[src/rtl/float_add_sequencer.sv]
// Buffers operand pairs, issues them one at a time to a start/busy float adder, captures sums in order.
// Pop to m_valid_o >= 4 cycles + adder busy; s_ready_o drops when FIFO full; unread sum stalls issue.
module float_add_sequencer #(
    parameter int DEPTH   = 4,
    parameter int TIMEOUT = 64
) (
    input  logic        clk_i,
    input  logic        rst_i,
    input  logic        s_valid_i,
    output logic        s_ready_o,
    input  logic [31:0] s_a_i,
    input  logic [31:0] s_b_i,
    output logic        m_valid_o,
    input  logic        m_ready_i,
    output logic [31:0] m_sum_o,
    output logic        m_timeout_o,
    output logic        add_start_o,
    input  logic        add_busy_i,
    output logic [31:0] add_a_o,
    output logic [31:0] add_b_o,
    input  logic [31:0] add_sum_i
);
    localparam int AW = $clog2(DEPTH);
    localparam int CW = $clog2(DEPTH + 1);
    localparam int WW = $clog2(TIMEOUT);
    localparam logic [CW-1:0] FULL_CNT = CW'(DEPTH);
    localparam logic [WW-1:0] WD_LAST  = WW'(TIMEOUT - 1);

    typedef struct packed {
        logic [31:0] a;
        logic [31:0] b;
    } operand_t;

    typedef enum logic [1:0] {IDLE, ISSUE, WAIT_BUSY, WAIT_DONE} state_t;

    operand_t      fifo_mem [DEPTH];
    logic [AW-1:0] wr_ptr;
    logic [AW-1:0] rd_ptr;
    logic [CW-1:0] count;
    state_t        state;
    state_t        next_state;
    logic [WW-1:0] wdog;
    logic          push;
    logic          pop;
    logic          complete;
    logic          abort;

    assign s_ready_o = (count != FULL_CNT);
    assign push      = s_valid_i && s_ready_o;
    // An unread sum blocks the next pop so it can never be overwritten.
    assign pop       = (state == IDLE) && (count != '0) && !m_valid_o;

    always_ff @(posedge clk_i) begin
        if (push) begin
            fifo_mem[wr_ptr] <= {s_a_i, s_b_i};
        end
    end

    always_ff @(posedge clk_i) begin
        if (rst_i) begin
            wr_ptr <= '0;
            rd_ptr <= '0;
            count  <= '0;
        end else begin
            if (push) wr_ptr <= wr_ptr + AW'(1);
            if (pop)  rd_ptr <= rd_ptr + AW'(1);
            case ({push, pop})
                2'b10:   count <= count + CW'(1);
                2'b01:   count <= count - CW'(1);
                default: count <= count;
            endcase
        end
    end

    always_ff @(posedge clk_i) begin
        if (rst_i) state <= IDLE;
        else       state <= next_state;
    end

    always_comb begin
        next_state  = state;
        add_start_o = 1'b0;
        complete    = 1'b0;
        abort       = 1'b0;
        case (state)
            IDLE: begin
                if (pop) next_state = ISSUE;
            end
            ISSUE: begin
                add_start_o = 1'b1;
                next_state  = WAIT_BUSY;
            end
            WAIT_BUSY: begin
                if (wdog == WD_LAST) begin
                    abort      = 1'b1;
                    next_state = IDLE;
                end else if (add_busy_i) begin
                    next_state = WAIT_DONE;
                end
            end
            WAIT_DONE: begin
                // Completion takes priority over a watchdog expiry in the same cycle.
                if (!add_busy_i) begin
                    complete   = 1'b1;
                    next_state = IDLE;
                end else if (wdog == WD_LAST) begin
                    abort      = 1'b1;
                    next_state = IDLE;
                end
            end
            default: next_state = IDLE;
        endcase
    end

    always_ff @(posedge clk_i) begin
        if (rst_i) begin
            wdog        <= '0;
            add_a_o     <= '0;
            add_b_o     <= '0;
            m_valid_o   <= 1'b0;
            m_sum_o     <= '0;
            m_timeout_o <= 1'b0;
        end else begin
            if (pop) begin
                add_a_o <= fifo_mem[rd_ptr].a;
                add_b_o <= fifo_mem[rd_ptr].b;
            end
            if (state == ISSUE) begin
                wdog <= '0;
            end else if (state == WAIT_BUSY || state == WAIT_DONE) begin
                wdog <= wdog + WW'(1);
            end
            if (abort) m_timeout_o <= 1'b1;
            if (complete) begin
                m_sum_o   <= add_sum_i;
                m_valid_o <= 1'b1;
            end else if (m_valid_o && m_ready_i) begin
                m_valid_o <= 1'b0;
            end
        end
    end
endmodule
[config.mk]
export PLATFORM = sky130hd
export DESIGN_NAME = float_add_sequencer
export DESIGN_NICKNAME = d
export VERILOG_FILES = /design/src/rtl/float_add_sequencer.sv
export SDC_FILE = /design/constraint.sdc
export NUM_CORES = 1
export LEC_CHECK = 0
export ABC_CLOCK_PERIOD_IN_PS = 2700
export BUFFER_PORTS_ARGS = -buffer_cell sky130_fd_sc_hd__buf_4
export CELL_PAD_IN_SITES_DETAIL_PLACEMENT = 1
export CELL_PAD_IN_SITES_GLOBAL_PLACEMENT = 2
export CORE_MARGIN = 2
export CORE_UTILIZATION = 36
export CTS_CLUSTER_SIZE = 25
export DETAILED_ROUTE_END_ITERATION = 16
export PLACE_DENSITY_LB_ADDON = 0.05
export SYNTH_ARGS = -nofsm -noshare
export SYNTH_HDL_FRONTEND = slang
export SYNTH_SLANG_ARGS = --single-unit
export TNS_END_PERCENT = 50
[constraint.sdc]
create_clock -name clk_i -period 2.7 [get_ports clk_i]
set_input_delay 0 -clock clk_i [delete_from_list [all_inputs] [get_ports clk_i]]
set_output_delay 0 -clock clk_i [all_outputs]
set_load 0.05 [all_outputs]
==> results of run 1 <==
[cell type report]
cell class	count	area, µm²
fill	3620	19200
sequential	369	9960
multi-input combinational	424	3340
timing repair buffer	322	2750
clock buffer	60	1210
tap	511	639
clock inverter	17	228
inverter	8	30.0
[synthesized netlist by cell type (all sizes together)]
cell and number:
xor2 4, or2b 1, nand4 1, dfxtp 113
xnor2 2, and4 1, mux4 64, or3 5
nand2 68, o211ai 2, a21oi 104, nand3b 1
nand3 67, a311oi 2, a41oi 1, fa 1
o311a 1, edfxtp 256, ha 6, nor2 11
nor3 2, clkbuf 32, buf 33, nand2b 3
or3b 1, inv 8, and3 4, mux2i 1
o21ai 67, a31o 1, and3b 1, a21o 2
[worst max-delay path, stage by stage (launching register included)]
cell and delay [ns]:
dfxtp_1 0.41, or3b_2 0.59, nand2_1 0.11, ha_1 0.19, inv_1 0.06, fa_1 0.37, xor2_1 0.16, or3_1 0.31
a21oi_1 0.13
[flip-flops by register name (all words and copies together), names as in the netlist]
register / flops
wr_ptr: 2
rd_ptr: 2
state: 2
fifo_mem: 256
add_b_o: 32
wdog: 6
m_timeout_o: 1
m_sum_o: 32
add_a_o: 32
count: 3
m_valid_o: 1
[per-layer routing]
layer	track usage, %	share of wire [%]	vias to the layer above
met1	23.4	45	4354
met3	3.24	4.4	55
met2	30.6	49	182
li1	-	-	3918
met4	5.79	2.1	0
met5	0	0	-
[metrics by stage]
step	area (µm²)	setup TNS [ns]	std cells	setup slack (ns)	hold slack [ns]
5_1_grt	18200	0	1711	0.131	0.127
6_report	18200	0	1711	0.288	0.0977
3_3_place_gp	15700	0	1535	0.300	0.204
2_1_floorplan	13600	-20.70	866	-0.162	0.0989
4_1_cts	18200	0	1711	0.268	0.0770
3_5_place_dp	15700	0	1535	0.292	0.205
[placed cells by master, fill, tap and decap left out, drive strengths merged]
cell type / count
a21o: 2
a21oi: 104
a311oi: 2
a31o: 1
a41oi: 1
and3: 4
and3b: 1
and4: 1
buf: 223
bufinv: 6
clkbuf: 60
clkinv: 11
dfxtp: 113
dlygate4sd3: 99
edfxtp: 256
fa: 1
ha: 6
inv: 8
mux2i: 1
mux4: 64
nand2: 68
nand2b: 3
nand3: 67
nand3b: 1
nand4: 1
nor2: 11
nor3: 2
o211ai: 2
o21ai: 67
o311a: 1
or2b: 1
or3: 5
or3b: 1
xnor2: 2
xor2: 4
[power by group through the flow]
stage          clock [µW]  combinational (µW)  sequential [µW]
3_3_place_gp            0                5660             7480
6_report             5920                5690             7370
3_5_place_dp            0                5660             7510
5_1_grt              6310                6110             7480
4_1_cts              6110                5800             7400
2_1_floorplan           0                2280             8870
[path summary, 6_finish.rpt]
| check | endpoint | slack, ns |
|---|---|---|
| max | count[2] | 0.29 |
| min | add_b_o[14] | 0.1 |
| max reg2reg | count[2] | 0.29 |
| min reg2reg | m_sum_o[3] | 0.46 |
[cell families (layout without fill, tap and decap cells)]
family                     count (synthesis)  after routing  synth area share [%]
muxes                                     65             65                  10.7
DFF                                      369            369                  73.2
AOI/OAI and AO/OA                        180            180                  6.85
xor gates and xnor gates                   6              6                 0.387
adders and majority gates                  7              7                 0.700
buffers and inverters                     73            407                  2.49
and+or+nand+nor                          166            166                  5.70
==> out/metrics.cfg, run 1 <==
[status]
status = finished clean

[placement]
dp_hpwl_um = 19000
gp_congestion = 0.664
port_buffers = 200

[finish]
nets = 1275
syn2layout_area_growth_pct = 33.6
fin_util_pct = 48.5
drive_gt1_share_pct = 29.8
num_antenna_cells = 0

[critical_path]
r2r-start = count[2]
crit_path_end_kind = register
crit_required_ns = 3.17
cp-start-kind = register
path_class = reg2reg
r2r_cells = 8
critPathMaxFanout = 10
worstPathArrival_ns = 2.88
cp-startpoint = count[2]

[power]
swShare_pct = 34.1
power_density_nw_per_um2 = 1050
power_uw = 19000
p_leak_uw = 0.00636
p_int_uw = 12500
vdd_ir_drop_max_v = 0.000725
p_clk_share_pct = 31.2
power.switching_uw = 6470
power_frac_seq_pct = 38.8
comb_power_share_pct = 30.0

[die]
initial_utilization_pct = 36.3
core_um2 = 37400
die_x_um = 198
dieArea_um2 = 39300
die_h_um = 198
rows = 71
io_pins = 201

[synthesis]
syn_inst = 866
syn_avg_cell_area_um2 = 15.7
synth_cell_type_count = 38
ys_seq_elements = 369
synth-warning-count = 0
syn_area_um2 = 13600
synth_area_leaders = edfxtp_1 (57%), dfxtp_1 (17%), mux4_2 (11%), a21oi_1 (3.8%), nand3_1 (2.5%)
synth.net_count = 974
ys_seq_area_share_pct = 73.2
post-synth-top-area-cell = edfxtp_1
synth_top_area_share_pct = 56.6

[drt]
dr_total_vias = 8509
avgRoutedWirePerCell_um = 20.3
via_per_inst = 4.97
wl_um = 34700
firstDrtPassIters = 4
drt-initial-drc-count = 320
antenna_left = 0
drc = 0

[clock_network]
clk_pin_slew_ns = 0.06
cts_resized = 0
clk_latency_ns = 0.55
clock-sinks = 369
post-cts-setup-buffers = 0
cts_tree = built
postCtsHoldBufs = 99
cts-buffers-inserted = 42
clk_path_buf_depth = 3
root_buffer = clkbuf_16
h-tree-depth = 2

[timing]
worst_pin_slew_ns = 0.979
fin_skew_ns = 0.0161
min_period_over_period_pct = 89.3
slew_headroom_pct = 34.7
fmax_mhz = 415
final_hold_viol_count = 0
finalCriticalPeriod_ns = 2.41
rsz0062_at_grt = no
maxSlewViolCount = 0
setup_viol = 0

[global_route]
grt_pass1_wl_um = 53100
grtUsageTotal_pct = 18.0
antenna_found_initial = 0
grt_pass1_vias = 9063
grt_overflow = 0
grt_max_degree = 72

[hold_path]
hold_depth = 2
hp-class = in2reg
hp-start = rst_i

[flow_run]
cap_viol_max_count = 0

(Power assumes the default switching activity.)
==> run 2, diff against run 1 <==
--- a/config.mk
+++ b/config.mk
@@ -6,13 +6,13 @@
 export NUM_CORES = 1
 export LEC_CHECK = 0
 export ABC_CLOCK_PERIOD_IN_PS = 2700
-export BUFFER_PORTS_ARGS = -buffer_cell sky130_fd_sc_hd__buf_4
 export CELL_PAD_IN_SITES_DETAIL_PLACEMENT = 1
 export CELL_PAD_IN_SITES_GLOBAL_PLACEMENT = 2
 export CORE_MARGIN = 2
-export CORE_UTILIZATION = 36
+export CORE_UTILIZATION = 40
 export CTS_CLUSTER_SIZE = 25
 export DETAILED_ROUTE_END_ITERATION = 16
+export DONT_BUFFER_PORTS = 1
 export PLACE_DENSITY_LB_ADDON = 0.05
 export SYNTH_ARGS = -nofsm -noshare
 export SYNTH_HDL_FRONTEND = slang
==> run 2 against run 1 <==
Effect of this change: flip-flop and latch count did not move; count of clock-buffer cells in the layout fell by 5; routed wire length fell by 7.2%; non-clock buffer count fell by 191; power fell by 6.4%; die area fell by 9.8%; sequential share of layout area rose by 5.1 points; critical path depth did not move; design area fell by 8.5%; register-to-register slack improved by 0.02 ns; clock power fell by 5.6%.
==> out/metrics.cfg, run 2 (synthesized netlist as in run 1, its figures left out) <==
[status]
status = finished clean

[finish]
final_cell_mix = edfxtp_1 (256), dfxtp_1 (111), dlygate4sd3_1 (107)
drive_gt1_share_pct = 16.0
fillers = 3225
largest_register = fifo_mem
largest_register_ffs = 256
final_common_cell = edfxtp_1
nets = 1083
multiInputGateArea_um2 = 3340
final_area_um2 = 16600
syn2layout_area_growth_pct = 22.3
seqCellArea_um2 = 9960

[global_route]
grtUsageTotal_pct = 18.4
antenna_found_initial = 2
grt_pass1_vias = 8750
grt_overflow = 0
grt_pass1_wl_um = 50600
grt_max_degree = 110

[timing]
rsz0062_at_grt = no
fin_setup_tns_ns = 0
setup_viol = 0
slew_headroom_pct = 44.9
maxSlewViolCount = 0
finalCriticalPeriod_ns = 2.39
worst_pin_slew_ns = 0.827
final_hold_viol_count = 0
fin_skew_ns = 0.0225
fmax_mhz = 419
min_period_over_period_pct = 88.5

[die]
initial_utilization_pct = 40.5
die_x_um = 188
dieArea_um2 = 35500
core_um2 = 33500
die_h_um = 188
io_pins = 201
rows = 67

[drt]
antenna_left = 0
drc = 0
via_per_inst = 5.34
dr_total_vias = 7777
topRoutingLayerUsed = met4
avgRoutedWirePerCell_um = 22.1
wl_met2_um = 16100
wl_um = 32200
firstDrtPassIters = 6
wl_met1_um = 13500
wl_met3_um = 1930
drt-initial-drc-count = 333

[clock_network]
h-tree-depth = 2
cts-buffers-inserted = 41
postCtsHoldBufs = 108
clk_path_buf_depth = 3
clk_latency_ns = 0.54
cts_tree = built
clk_pin_slew_ns = 0.05
post-cts-setup-buffers = 0
root_buffer = clkbuf_16
clock-sinks = 369
cts_resized = 0

[critical_path]
critPathMaxFanout = 5
r2r_cells = 8
cp-start-kind = register
crit_path_end_kind = register
reg2reg_to = count[2]
path_cells = or3b_2 > nand2_1 > ha_1 > inv_1 > fa_1 > xor2_1 > or3_1 > a21oi_1
crit_required_ns = 3.15
r2r-start = count[2]
path_class = reg2reg
r2r_slack_ns = 0.31
cpPeakStageDelay_ns = 0.48
crit_slowest_cell = or3b_2
worstPathArrival_ns = 2.84

[flow_run]
cap_viol_max_count = 0

[power]
p_leak_uw = 0.00538
vdd_ir_drop_max_v = 0.000689
power_density_nw_per_um2 = 1070

[hold_path]
hold_depth = 2
whs_endpoint = fifo_mem[0][48]
hp-class = in2reg
hp-start = s_valid_i

[placement]
port_buffers = 0
gp_congestion = 0.761
placed_area_um2 = 14100
dp_hpwl_um = 18800

-- run 2: cell count changes in the layout (fill, tap and decap cells not counted), sizes merged --
cell	before	now
buf	223	24
bufinv	6	4
clkbuf	60	55
clkinv	11	13
clkinvlp	0	1
diode	0	2
dlygate4sd3	99	107
inv	8	9
-- run 2: worst max-delay path by stage --
stage | start | end | slack [ns] | depth (start not counted)
finish | count[2] | count[2] | 0.31 | 8
global route | count[2] | count[2] | 0.22 | 8
CTS | count[2] | count[2] | 0.30 | 8
detailed placement | count[2] | count[2] | 0.33 | 8
global placement | count[2] | count[2] | 0.49 | 8
floorplan | count[0] | fifo_mem[2][0] | -0.16 | 3
-- run 2: critical path: cells and delay by family (launching register included) --
family,cells,cell delay [ns]
simple gates,3,0.90
fa+ha+maj,2,0.60
flops,1,0.43
xor+xnor,1,0.18
compound gates,1,0.14
buf+inv,1,0.08
-- run 2: report_power, final --
group	internal, µW	switching (µW)
combinational	1270	1890
sequential	6910	2120
clock	3430	2160
-- run 2: cell type report --
| type | instances | area share [%] |
|---|---|---|
| timing repair buffer | 131 | 8.18 |
| sequential | 369 | 59.9 |
| tap | 448 | 3.37 |
| inverter | 8 | 0.181 |
| clock buffer | 55 | 7.05 |
| antenna | 2 | 0.0301 |
| clock inverter | 19 | 1.20 |
| multi-input combinational | 424 | 20.1 |
-- run 2: per-layer routing --
metal | vias up | track usage, %
li1 | 3536 | -
met1 | 3964 | 22.7
met2 | 227 | 32.2
met3 | 50 | 4.34
met4 | 0 | 5.29
met5 | - | 0
-- run 2: stage by stage --
| stage | hold WS [ns] | setup WS [ns] | std cells | total power [µW] | util, % |
|---|---|---|---|---|---|
| final | 0.00397 | 0.311 | 1456 | 17800 | 49.6 |
| after global routing | 0.0669 | 0.221 | 1455 | 18600 | 49.6 |
| after CTS | 0.0335 | 0.304 | 1454 | 18000 | 49.5 |
| after detailed placement | 0.0858 | 0.332 | 1272 | 12200 | 42.2 |
| after global placement | 0.0813 | 0.486 | 1272 | 12100 | 42.2 |
| after floorplan | 0.0989 | -0.162 | 866 | 11200 | - |
